[src/rtl/inst_enc_pkg.sv]
// Shared types and constants for the RISC-V instruction encoder.
// Formats, opcodes, immediate range limits and the pipeline beat layout.
package inst_enc_pkg;

    typedef enum logic [2:0] {
        FMT_R = 3'd0,
        FMT_I = 3'd1,
        FMT_S = 3'd2,
        FMT_B = 3'd3,
        FMT_U = 3'd4,
        FMT_J = 3'd5
    } fmt_e;

    // addi x0, x0, 0 -- substituted for beats that fail the range check
    localparam logic [31:0] NOP = 32'h0000_0013;

    localparam logic [6:0] OP_LOAD   = 7'b0000011;
    localparam logic [6:0] OP_IMM    = 7'b0010011;
    localparam logic [6:0] OP_JALR   = 7'b1100111;
    localparam logic [6:0] OP_LUI    = 7'b0110111;
    localparam logic [6:0] OP_STORE  = 7'b0100011;
    localparam logic [6:0] OP_BRANCH = 7'b1100011;
    localparam logic [6:0] OP_JAL    = 7'b1101111;
    localparam logic [6:0] OP_R      = 7'b0110011;

    // Encodable byte-immediate ranges; B/J maxima are even because bit 0 is dropped
    localparam int IMM12_MIN = -2048;
    localparam int IMM12_MAX = 2047;
    localparam int IMM13_MIN = -4096;
    localparam int IMM13_MAX = 4094;
    localparam int IMM21_MIN = -1048576;
    localparam int IMM21_MAX = 1048574;

    // One output beat as it travels through the skid buffer
    typedef struct packed {
        logic [31:0] inst;
        logic [31:0] addr;
        logic        err;
    } beat_t;

    function automatic logic in_range(input logic signed [31:0] v, input int lo, input int hi);
        return (v >= lo) && (v <= hi);
    endfunction

endpackage

[src/rtl/inst_encoder_if.sv]
// Handshake bus of the instruction encoder: input request beat, output
// instruction beat, address-load side channel and error counter.
interface inst_encoder_if #(
    parameter int ERR_CNT_W = 16
);
    logic                 in_valid;
    logic                 in_ready;
    logic [2:0]           in_fmt;
    logic [6:0]           in_opcode;
    logic [4:0]           in_rd;
    logic [4:0]           in_rs1;
    logic [4:0]           in_rs2;
    logic [2:0]           in_funct3;
    logic [6:0]           in_funct7;
    logic [31:0]          in_imm;
    logic                 addr_load;
    logic [31:0]          addr_val;
    logic                 out_valid;
    logic                 out_ready;
    logic [31:0]          out_inst;
    logic [31:0]          out_addr;
    logic                 out_err;
    logic [ERR_CNT_W-1:0] err_cnt;

    // Encoder side
    modport slave (
        input  in_valid, in_fmt, in_opcode, in_rd, in_rs1, in_rs2,
               in_funct3, in_funct7, in_imm, addr_load, addr_val, out_ready,
        output in_ready, out_valid, out_inst, out_addr, out_err, err_cnt
    );

    // Producer / consumer side
    modport master (
        output in_valid, in_fmt, in_opcode, in_rd, in_rs1, in_rs2,
               in_funct3, in_funct7, in_imm, addr_load, addr_val, out_ready,
        input  in_ready, out_valid, out_inst, out_addr, out_err, err_cnt
    );

endinterface

[src/rtl/inst_enc_skid.sv]
// Generic valid/ready pipeline stage: one output register plus a one-entry
// skid so the upstream ready never depends combinationally on out_ready.
module inst_enc_skid #(
    parameter int W = 65
) (
    input  logic         clk,
    input  logic         reset_n,
    input  logic         in_valid,
    output logic         in_ready,
    input  logic [W-1:0] in_data,
    output logic         out_valid,
    input  logic         out_ready,
    output logic [W-1:0] out_data
);

    logic         out_valid_q, out_valid_d;
    logic [W-1:0] out_data_q,  out_data_d;
    logic         skid_valid_q, skid_valid_d;
    logic [W-1:0] skid_data_q,  skid_data_d;
    logic         acc;
    logic         out_free;

    // Ready only from registered state; held low while the skid holds a beat
    assign in_ready = reset_n & ~skid_valid_q;
    assign acc      = in_valid & in_ready;
    assign out_free = ~out_valid_q | out_ready;

    // Next-state: refill output from skid first (ordering), else from input
    always_comb begin
        out_valid_d  = out_valid_q;
        out_data_d   = out_data_q;
        skid_valid_d = skid_valid_q;
        skid_data_d  = skid_data_q;
        if (out_free) begin
            if (skid_valid_q) begin
                out_valid_d  = 1'b1;
                out_data_d   = skid_data_q;
                skid_valid_d = 1'b0;
            end else if (acc) begin
                out_valid_d = 1'b1;
                out_data_d  = in_data;
            end else begin
                out_valid_d = 1'b0;
            end
        end else if (acc) begin
            skid_valid_d = 1'b1;
            skid_data_d  = in_data;
        end
    end

    // State registers; reset drops any held beats
    always_ff @(posedge clk or negedge reset_n) begin
        if (!reset_n) begin
            out_valid_q  <= 1'b0;
            out_data_q   <= '0;
            skid_valid_q <= 1'b0;
            skid_data_q  <= '0;
        end else begin
            out_valid_q  <= out_valid_d;
            out_data_q   <= out_data_d;
            skid_valid_q <= skid_valid_d;
            skid_data_q  <= skid_data_d;
        end
    end

    assign out_valid = out_valid_q;
    assign out_data  = out_data_q;

endmodule

[src/rtl/inst_encoder.sv]
// RISC-V instruction assembler: scatters register/function fields and a
// byte immediate into an instruction word, tags it with its byte address and
// emits it through a one-cycle skid stage.
// Build option: define INST_ENC_CHECK_EN to enable the immediate
// range/alignment check, NOP substitution and the saturating error counter.
module inst_encoder
    import inst_enc_pkg::*;
#(
    parameter logic [31:0] BASE_ADDR = 32'h0000_0000,
    parameter int          ERR_CNT_W = 16
) (
    input  logic           clk,
    input  logic           reset_n,
    inst_encoder_if.slave  bus
);

    logic [31:0] raw_inst;
    logic        chk_err;
    logic        acc;
    logic        skid_in_ready;
    logic [31:0] addr_q, addr_d;
    beat_t       enc_beat;
    beat_t       out_beat;

    assign acc = bus.in_valid & skid_in_ready;

    // Field scatter per format; undefined formats fall back to the R layout
    always_comb begin
        raw_inst = {bus.in_funct7, bus.in_rs2, bus.in_rs1, bus.in_funct3, bus.in_rd, bus.in_opcode};
        case (bus.in_fmt)
            FMT_I: raw_inst = {bus.in_imm[11:0], bus.in_rs1, bus.in_funct3, bus.in_rd, bus.in_opcode};
            FMT_S: raw_inst = {bus.in_imm[11:5], bus.in_rs2, bus.in_rs1, bus.in_funct3,
                               bus.in_imm[4:0], bus.in_opcode};
            FMT_B: raw_inst = {bus.in_imm[12], bus.in_imm[10:5], bus.in_rs2, bus.in_rs1, bus.in_funct3,
                               bus.in_imm[4:1], bus.in_imm[11], bus.in_opcode};
            FMT_U: raw_inst = {bus.in_imm[31:12], bus.in_rd, bus.in_opcode};
            FMT_J: raw_inst = {bus.in_imm[20], bus.in_imm[10:1], bus.in_imm[11], bus.in_imm[19:12],
                               bus.in_rd, bus.in_opcode};
            default: ;
        endcase
    end

`ifdef INST_ENC_CHECK_EN
    logic signed [31:0]   imm_s;
    logic [ERR_CNT_W-1:0] err_cnt_q, err_cnt_d;

    assign imm_s = $signed(bus.in_imm);

    // Immediate must survive the scatter unchanged; unknown formats always fail
    always_comb begin
        chk_err = 1'b0;
        case (bus.in_fmt)
            FMT_R:        chk_err = 1'b0;
            FMT_I, FMT_S: chk_err = ~in_range(imm_s, IMM12_MIN, IMM12_MAX);
            FMT_B:        chk_err = ~in_range(imm_s, IMM13_MIN, IMM13_MAX) | bus.in_imm[0];
            FMT_U:        chk_err = (bus.in_imm[11:0] != 12'd0);
            FMT_J:        chk_err = ~in_range(imm_s, IMM21_MIN, IMM21_MAX) | bus.in_imm[0];
            default:      chk_err = 1'b1;
        endcase
    end

    // Count accepted errored beats, sticking at all-ones
    always_comb begin
        err_cnt_d = err_cnt_q;
        if (acc && chk_err && (err_cnt_q != '1))
            err_cnt_d = err_cnt_q + ERR_CNT_W'(1);
    end

    // Error counter register
    always_ff @(posedge clk or negedge reset_n) begin
        if (!reset_n) err_cnt_q <= '0;
        else          err_cnt_q <= err_cnt_d;
    end

    assign bus.err_cnt = err_cnt_q;
`else
    assign chk_err     = 1'b0;
    assign bus.err_cnt = '0;
`endif

    // Beat assembly; a same-cycle load redirects this beat's address
    always_comb begin
        enc_beat.inst = chk_err ? NOP : raw_inst;
        enc_beat.addr = bus.addr_load ? bus.addr_val : addr_q;
        enc_beat.err  = chk_err;
    end

    // Address counter: advance past an accepted beat, else follow a bare load
    always_comb begin
        addr_d = addr_q;
        if (acc)                addr_d = enc_beat.addr + 32'd4;
        else if (bus.addr_load) addr_d = bus.addr_val;
    end

    // Address counter register
    always_ff @(posedge clk or negedge reset_n) begin
        if (!reset_n) addr_q <= BASE_ADDR;
        else          addr_q <= addr_d;
    end

    inst_enc_skid #(
        .W ($bits(beat_t))
    ) u_skid (
        .clk       (clk),
        .reset_n   (reset_n),
        .in_valid  (bus.in_valid),
        .in_ready  (skid_in_ready),
        .in_data   (enc_beat),
        .out_valid (bus.out_valid),
        .out_ready (bus.out_ready),
        .out_data  (out_beat)
    );

    assign bus.in_ready = skid_in_ready;
    assign bus.out_inst = out_beat.inst;
    assign bus.out_addr = out_beat.addr;
    assign bus.out_err  = out_beat.err;

endmodule

[src/flat_wrapper.sv]
// flat-port wrapper written by rule: the top's interface ports become plain ports
module inst_encoder_flat import inst_enc_pkg::*;
#(
    parameter logic [31:0] BASE_ADDR = 32'h0000_0000,
    parameter int          ERR_CNT_W = 16
)
  (clk, reset_n, bus_in_valid, bus_in_fmt, bus_in_opcode, bus_in_rd, bus_in_rs1, bus_in_rs2, bus_in_funct3, bus_in_funct7, bus_in_imm, bus_addr_load, bus_addr_val, bus_out_ready, bus_in_ready, bus_out_valid, bus_out_inst, bus_out_addr, bus_out_err, bus_err_cnt);
  inst_encoder_if #(.ERR_CNT_W(ERR_CNT_W)) bus_i ();
  input  logic clk;
  input  logic reset_n;
  input wire logic [$bits(bus_i.in_valid)-1:0] bus_in_valid;
  input wire logic [$bits(bus_i.in_fmt)-1:0] bus_in_fmt;
  input wire logic [$bits(bus_i.in_opcode)-1:0] bus_in_opcode;
  input wire logic [$bits(bus_i.in_rd)-1:0] bus_in_rd;
  input wire logic [$bits(bus_i.in_rs1)-1:0] bus_in_rs1;
  input wire logic [$bits(bus_i.in_rs2)-1:0] bus_in_rs2;
  input wire logic [$bits(bus_i.in_funct3)-1:0] bus_in_funct3;
  input wire logic [$bits(bus_i.in_funct7)-1:0] bus_in_funct7;
  input wire logic [$bits(bus_i.in_imm)-1:0] bus_in_imm;
  input wire logic [$bits(bus_i.addr_load)-1:0] bus_addr_load;
  input wire logic [$bits(bus_i.addr_val)-1:0] bus_addr_val;
  input wire logic [$bits(bus_i.out_ready)-1:0] bus_out_ready;
  output wire logic [$bits(bus_i.in_ready)-1:0] bus_in_ready;
  output wire logic [$bits(bus_i.out_valid)-1:0] bus_out_valid;
  output wire logic [$bits(bus_i.out_inst)-1:0] bus_out_inst;
  output wire logic [$bits(bus_i.out_addr)-1:0] bus_out_addr;
  output wire logic [$bits(bus_i.out_err)-1:0] bus_out_err;
  output wire logic [$bits(bus_i.err_cnt)-1:0] bus_err_cnt;
  assign bus_i.in_valid = bus_in_valid;
  assign bus_i.in_fmt = bus_in_fmt;
  assign bus_i.in_opcode = bus_in_opcode;
  assign bus_i.in_rd = bus_in_rd;
  assign bus_i.in_rs1 = bus_in_rs1;
  assign bus_i.in_rs2 = bus_in_rs2;
  assign bus_i.in_funct3 = bus_in_funct3;
  assign bus_i.in_funct7 = bus_in_funct7;
  assign bus_i.in_imm = bus_in_imm;
  assign bus_i.addr_load = bus_addr_load;
  assign bus_i.addr_val = bus_addr_val;
  assign bus_i.out_ready = bus_out_ready;
  assign bus_in_ready = bus_i.in_ready;
  assign bus_out_valid = bus_i.out_valid;
  assign bus_out_inst = bus_i.out_inst;
  assign bus_out_addr = bus_i.out_addr;
  assign bus_out_err = bus_i.out_err;
  assign bus_err_cnt = bus_i.err_cnt;
  inst_encoder #(.BASE_ADDR(BASE_ADDR), .ERR_CNT_W(ERR_CNT_W)) u_core (.clk(clk), .reset_n(reset_n), .bus(bus_i));
endmodule
[config.mk]
export PLATFORM = sky130hd
export DESIGN_NAME = inst_encoder_flat
export DESIGN_NICKNAME = d
export VERILOG_FILES = /design/src/rtl/inst_enc_pkg.sv /design/src/rtl/inst_encoder_if.sv /design/src/rtl/inst_enc_skid.sv /design/src/rtl/inst_encoder.sv /design/src/flat_wrapper.sv
export SDC_FILE = /design/constraint.sdc
export NUM_CORES = 1
export LEC_CHECK = 0
export CAP_MARGIN = 5
export CORE_ASPECT_RATIO = 2
export CORE_MARGIN = 3
export CORE_UTILIZATION = 54
export DETAILED_ROUTE_END_ITERATION = 8
export PLACE_DENSITY = 0.95
export SYNTH_ARGS = -nofsm -noshare
export SYNTH_HDL_FRONTEND = slang
export SYNTH_SLANG_ARGS = --single-unit
[constraint.sdc]
create_clock -name clk -period 4 [get_ports clk]
set_input_delay 1.2 -clock clk [delete_from_list [all_inputs] [get_ports clk]]
set_output_delay 1.2 -clock clk [all_outputs]
set_load 0.02 [all_outputs]
==> impl_metrics.ini, run 1 <==
[final_layout]
final_common_cell = clkdlybuf4s50_1
drive_gt1_share_pct = 7.53
antenna_cells = 0
fin_nets = 1089
syn_to_final_growth_pct = 29.7
final_cell_mix = 167 x clkdlybuf4s50_1, 163 x nand2_1, 161 x dfrtp_1, 127 x o21ai_0, 56 x a21oi_1
design_area_um2 = 10300
nFillCells = 1008
final_cells = 1188

[power]
p_seq_share_pct = 43.1
p_leak_nw = 4.49
p_switching_w = 0.00159
p_comb_share_pct = 25.1
switching_share_pct = 31.1
intPower_w = 0.00354
p_per_area_nw_per_um2 = 499
p_clk_share_pct = 31.8
ir_drop_v = 0.000297

[cts]
cts_resized = 0
hold_buffers = 0
clock-sinks = 162
clkLatencyLatePin_ns = 0.42
htreeDepth = 4
cts_setup_buffers = 0
cts_root_buf = clkbuf_16
clk_pin_slew_ns = 0.06
cts_tree = yes
cts_buffers = 17
clockBufferDepth = 2

[placement]
post-dp-hpwl_mm = 14.4
place_inst = 1157
routabilityCongestion = 0.848
place_ws_ns = 0.569
post_dp_cell_area_um2 = 9690
numPortBuffers = 169

[setup_path]
arrival_ns = 2.16
end_kind = output port
required_ns = 2.80
cp_max_fo = 2
cp-start-kind = input port
critPathKind = input port to output port

[synth]
synth_cells = 839
ys_seq_elements = 162
synth_edf_count = 0
syn_area_um2 = 7930
avgSynthCellArea_um2 = 9.45
ys.flop_type = dfrtp_1
synth-seq-area-share_pct = 51.1
synth-async-reset-ratio_pct = 100
synth_cell_type_count = 56
synth_warnings = 0

[sta]
fin_crit_sh_pct = 84.1
slew_headroom_pct = 36.0
hold_ws_ns = 0.478
skew_ns = 0.0139
worst_pin_slew_ns = 0.960
slew_violations = 0
finalSetupTns_ns = 0
layout_setup_ws_ns = 0.637
hold_viol = 0
setup_viol = 0
period_minus_slack_ns = 3.36
fmax_mhz = 297
rsz0062_at_grt = false

[floorplan]
die_w_um = 91.7
initial_core_util_pct = 55.3
dieArea_um2 = 16300
fp-row-count = 62
io_pins = 187
die_h_um = 177
core_um2 = 14400

[global_route]
grt_pass1_wl_mm = 32.4
overflow = 0
global_route.usage.total_pct = 25.1
grt_max_degree = 92
antenna_found_initial = 0
first_global_vias = 6733

[route]
viasPerCell = 5.52
drcViolationCount = 0
wl_per_cell_um = 16.8
first_pass_iters = 9
antenna_left = 0
routed_wl_mm = 20.0
drt_iter0_markers = 392
dr_total_vias = 6552

[run]
cap_violations = 0

[run_status]
outcome = complete, no violations

[worst_hold_path]
hold_class = register to register
synth_stat cells, drive strengths merged (8+ instances only):
cell type	number	area share, %
mux2i	50	6.4
a21oi	56	3.5
dfrtp	162	51
nand2	164	7.8
o21a	12	1.1
o21ai	127	8.0
xnor2	16	1.8
nand3	8	0.63
nor2	53	2.5
xor2	13	1.4
nor2b	9	0.71
clkbuf	47	2.2
nor3	11	0.88
buf	27	2.7
cell families after synthesis:
family                     share of synthesized area [%]
and+or+nand+nor                                     16.6
AOI/OAI and AO/OA                                   16.7
DFF                                                 51.1
buffers and inverters                               5.14
muxes                                               7.07
xor gates and xnor gates                            3.20
adders and majority gates                          0.158
other                                             0.0473
flip-flops by register name, indices dropped and copies added, names as in the netlist:
signal / count
u_core.u_skid.skid_valid_q: 1
u_core.addr_q: 32
u_core.u_skid.out_valid: 1
u_core.u_skid.skid_data_q: 64
u_core.u_skid.out_data: 64
worst paths after layout:
path	slack, ns	depth (start not counted)	end	start
max in group asynchronous	1.82	3	u_core.u_skid.skid_data_q[7]$_DFFE_PN0P_	reset_n
min reg2reg	0.48	2	u_core.u_skid.out_data[41]$_DFFE_PN0P_	u_core.u_skid.out_data[41]$_DFFE_PN0P_
max	0.64	3	bus_in_ready	reset_n
min in group asynchronous	0.77	2	u_core.u_skid.out_data[24]$_DFFE_PN0P_	reset_n
min	0.48	2	u_core.u_skid.out_data[41]$_DFFE_PN0P_	u_core.u_skid.out_data[41]$_DFFE_PN0P_
max reg2reg	1.56	5	u_core.addr_q[21]$_DFF_PN0_	u_core.u_skid.skid_valid_q$_DFFE_PN0P_
area by class of cell:
type / instances / area [um^2] / area share (%)
clock inverters: 12 / 146 / 1.42
inverters: 5 / 18.8 / 0.183
flip-flops and latches: 162 / 4060 / 39.5
multi-input cells: 614 / 3540 / 34.4
clock buffers: 19 / 443 / 4.31
repair buffers: 184 / 1840 / 17.9
well taps: 192 / 240 / 2.34
layer usage:
layer | share of wire, % | vias to the layer above | track usage (%)
met2 | 56 | 227 | 46.8
li1 | - | 3130 | -
met3 | 4.4 | 52 | 4.50
met4 | 4.0 | 0 | 13.5
met5 | 0 | - | 0
met1 | 36 | 3143 | 26.2
metrics by stage:
step | power [W] | utilization (%)
after floorplan | 0.00290 | -
after global placement | 0.00346 | 67.5
after detailed placement | 0.00353 | 67.5
after CTS | 0.00517 | 71.6
after global routing | 0.00540 | 71.6
final | 0.00513 | 71.6
power groups by stage:
stage / logic (W) / registers [W] / clock network (W)
floorplan: 0.000520 / 0.00238 / 0
global placement: 0.00125 / 0.00221 / 0
detailed placement: 0.00129 / 0.00224 / 0
CTS: 0.00130 / 0.00221 / 0.00165
global route: 0.00141 / 0.00226 / 0.00172
finish: 0.00129 / 0.00221 / 0.00163
critical path: stages:
cell             delay (ns)
buf_6                  0.08
nor2b_1                0.22
clkdlybuf4s50_1        0.66
No activity file was read; power rests on OpenSTA's default activity.
==> inputs of run 2 (changes only) <==
- CORE_UTILIZATION: 54 -> 50
- PLACE_DENSITY: 0.95 -> 0.91
- clock period: 4 -> 3.12 ns (I/O delays scaled with it)
==> run 2 against run 1 <==
Sequential share of layout area down 0.31 points. Setup slack got worse by 0.22 ns. Hold slack got worse by 0.0054 ns. Critical path depth is the same. Power is 27% higher. First-iteration DRC count is 26% lower. Sequential cell count stayed put. Final area grew 0.80%. Final cell count up 1.3%. Global-route usage down 0.59 points. Sequential power grew 28%. Largest cell class unchanged. Highest routed layer unchanged.
==> impl_metrics.ini, run 2 (synthesis results as in run 1) <==
[sta]
fin_crit_sh_pct = 86.7
setup_viol = 0
layout_setup_ws_ns = 0.414
hold_viol = 0
rsz0062_at_grt = false
skew_ns = 0.00912
hold_ws_ns = 0.472
slew_violations = 0
fmax_mhz = 370
slew_headroom_pct = 46.9
finalSetupTns_ns = 0
worst_pin_slew_ns = 0.796
period_minus_slack_ns = 2.71

[route]
dr_wl_met2_mm = 11.5
first_pass_iters = 5
routed_wl_mm = 20.4
drt_iter0_markers = 289
drcViolationCount = 0
wl_met3_mm = 1.05
dr_total_vias = 6606
top_layer = met4
routedLengthMet1_mm = 6.90
antenna_left = 0
wl_per_cell_um = 16.9
viasPerCell = 5.49

[final_layout]
syn_to_final_growth_pct = 30.7
utilization_pct = 67.1
ff_latch_area_um2 = 4060
final_common_cell = clkdlybuf4s50_1
multiInputGateArea_um2 = 3540
nFillCells = 1203
drive_gt1_share_pct = 8.35
fin_nets = 1098
final_cell_mix = 167 x clkdlybuf4s50_1, 163 x nand2_1, 161 x dfrtp_1, 127 x o21ai_0, 56 x a21oi_1
antenna_cells = 0

[cts]
hold_buffers = 0
cts_buffers = 17
htreeDepth = 4
clk_pin_slew_ns = 0.06
cts_root_buf = clkbuf_16
cts_setup_buffers = 0
clock-sinks = 162
clockBufferDepth = 2
cts_tree = yes
clkLatencyLatePin_ns = 0.42
cts_resized = 0

[floorplan]
die_w_um = 95.1
dieArea_um2 = 17500
fp-row-count = 64
initial_core_util_pct = 51.3
core_um2 = 15500
die_h_um = 184
io_pins = 187

[worst_hold_path]
hold_class = register to register
hp-start = u_core.u_skid.out_data[41]$_DFFE_PN0P_

[setup_path]
required_ns = 2.18
cp-start-kind = input port
crit_start = reset_n
end_kind = output port
cp_max_fo = 2
r2r-start = u_core.u_skid.skid_valid_q$_DFFE_PN0P_
critPathKind = input port to output port
arrival_ns = 1.77

[power]
p_leak_nw = 4.54
ir_drop_v = 0.000414
p_comb_share_pct = 25.6
p_clk_share_pct = 31.1
p_seq_share_pct = 43.3
switching_share_pct = 31.6
p_per_area_nw_per_um2 = 631
p_switching_w = 0.00207
intPower_w = 0.00447

[global_route]
grt_max_degree = 151
grt_pass1_wl_mm = 33.2
overflow = 0
first_global_vias = 6814
global_route.usage.total_pct = 24.5
antenna_found_initial = 0

[placement]
place_ws_ns = 0.105
post-dp-hpwl_mm = 14.6
routabilityCongestion = 0.806
numPortBuffers = 169

[run_status]
outcome = complete, no violations

[run]
cap_violations = 0
run 2: critical path: stages:
cell	delay (ns)
buf_6	0.09
nor2b_1	0.13
clkdlybuf4s50_1	0.61
run 2: power by group through the flow:
stage | Combinational [W] | Clock, W | Sequential, W
after floorplan | 0.000667 | 0 | 0.00305
after global placement | 0.00163 | 0 | 0.00283
after detailed placement | 0.00169 | 0 | 0.00286
after CTS | 0.00170 | 0.00205 | 0.00283
after global routing | 0.00185 | 0.00215 | 0.00288
final | 0.00167 | 0.00203 | 0.00283
run 2: per-stage QoR:
step | total power (W) | std cells | instance area, um^2
6_report | 0.00654 | 1204 | 10400
3_3_place_gp | 0.00447 | 1172 | 9790
4_1_cts | 0.00658 | 1204 | 10400
5_1_grt | 0.00688 | 1204 | 10400
2_1_floorplan | 0.00372 | 855 | 7990
3_5_place_dp | 0.00455 | 1172 | 9790
run 2: layer usage:
metal	track usage (%)	vias to the layer above
met1	25.0	3185
li1	-	3146
met2	45.8	222
met5	0	-
met3	5.39	53
met4	11.9	0
run 2: area by class of cell:
cell class | count | share of cell area (%)
clock inverter | 12 | 1.21
clock buffer | 20 | 4.31
multi-input combinational | 614 | 34.1
tap | 198 | 2.39
timing repair buffer | 193 | 18.6
sequential | 162 | 39.1
inverter | 5 | 0.181
run 2: worst paths after layout:
check | endpoint | slack (ns) | cells after the start
max | bus_in_ready | 0.41 | 3
min | u_core.u_skid.out_data[41]$_DFFE_PN0P_ | 0.47 | 2
max reg2reg | u_core.addr_q[21]$_DFF_PN0_ | 0.98 | 5
min reg2reg | u_core.u_skid.out_data[41]$_DFFE_PN0P_ | 0.47 | 2
max in group asynchronous | u_core.u_skid.out_data[37]$_DFFE_PN0P_ | 1.59 | 3
min in group asynchronous | u_core.u_skid.skid_data_q[61]$_DFFE_PN0P_ | 0.48 | 2
==> inputs of run 3 (changes only) <==
- SKIP_LAST_GASP: not set -> 1
==> results of run 3 <==
The final DEF is identical to that of run 2; final timing and power are the same.
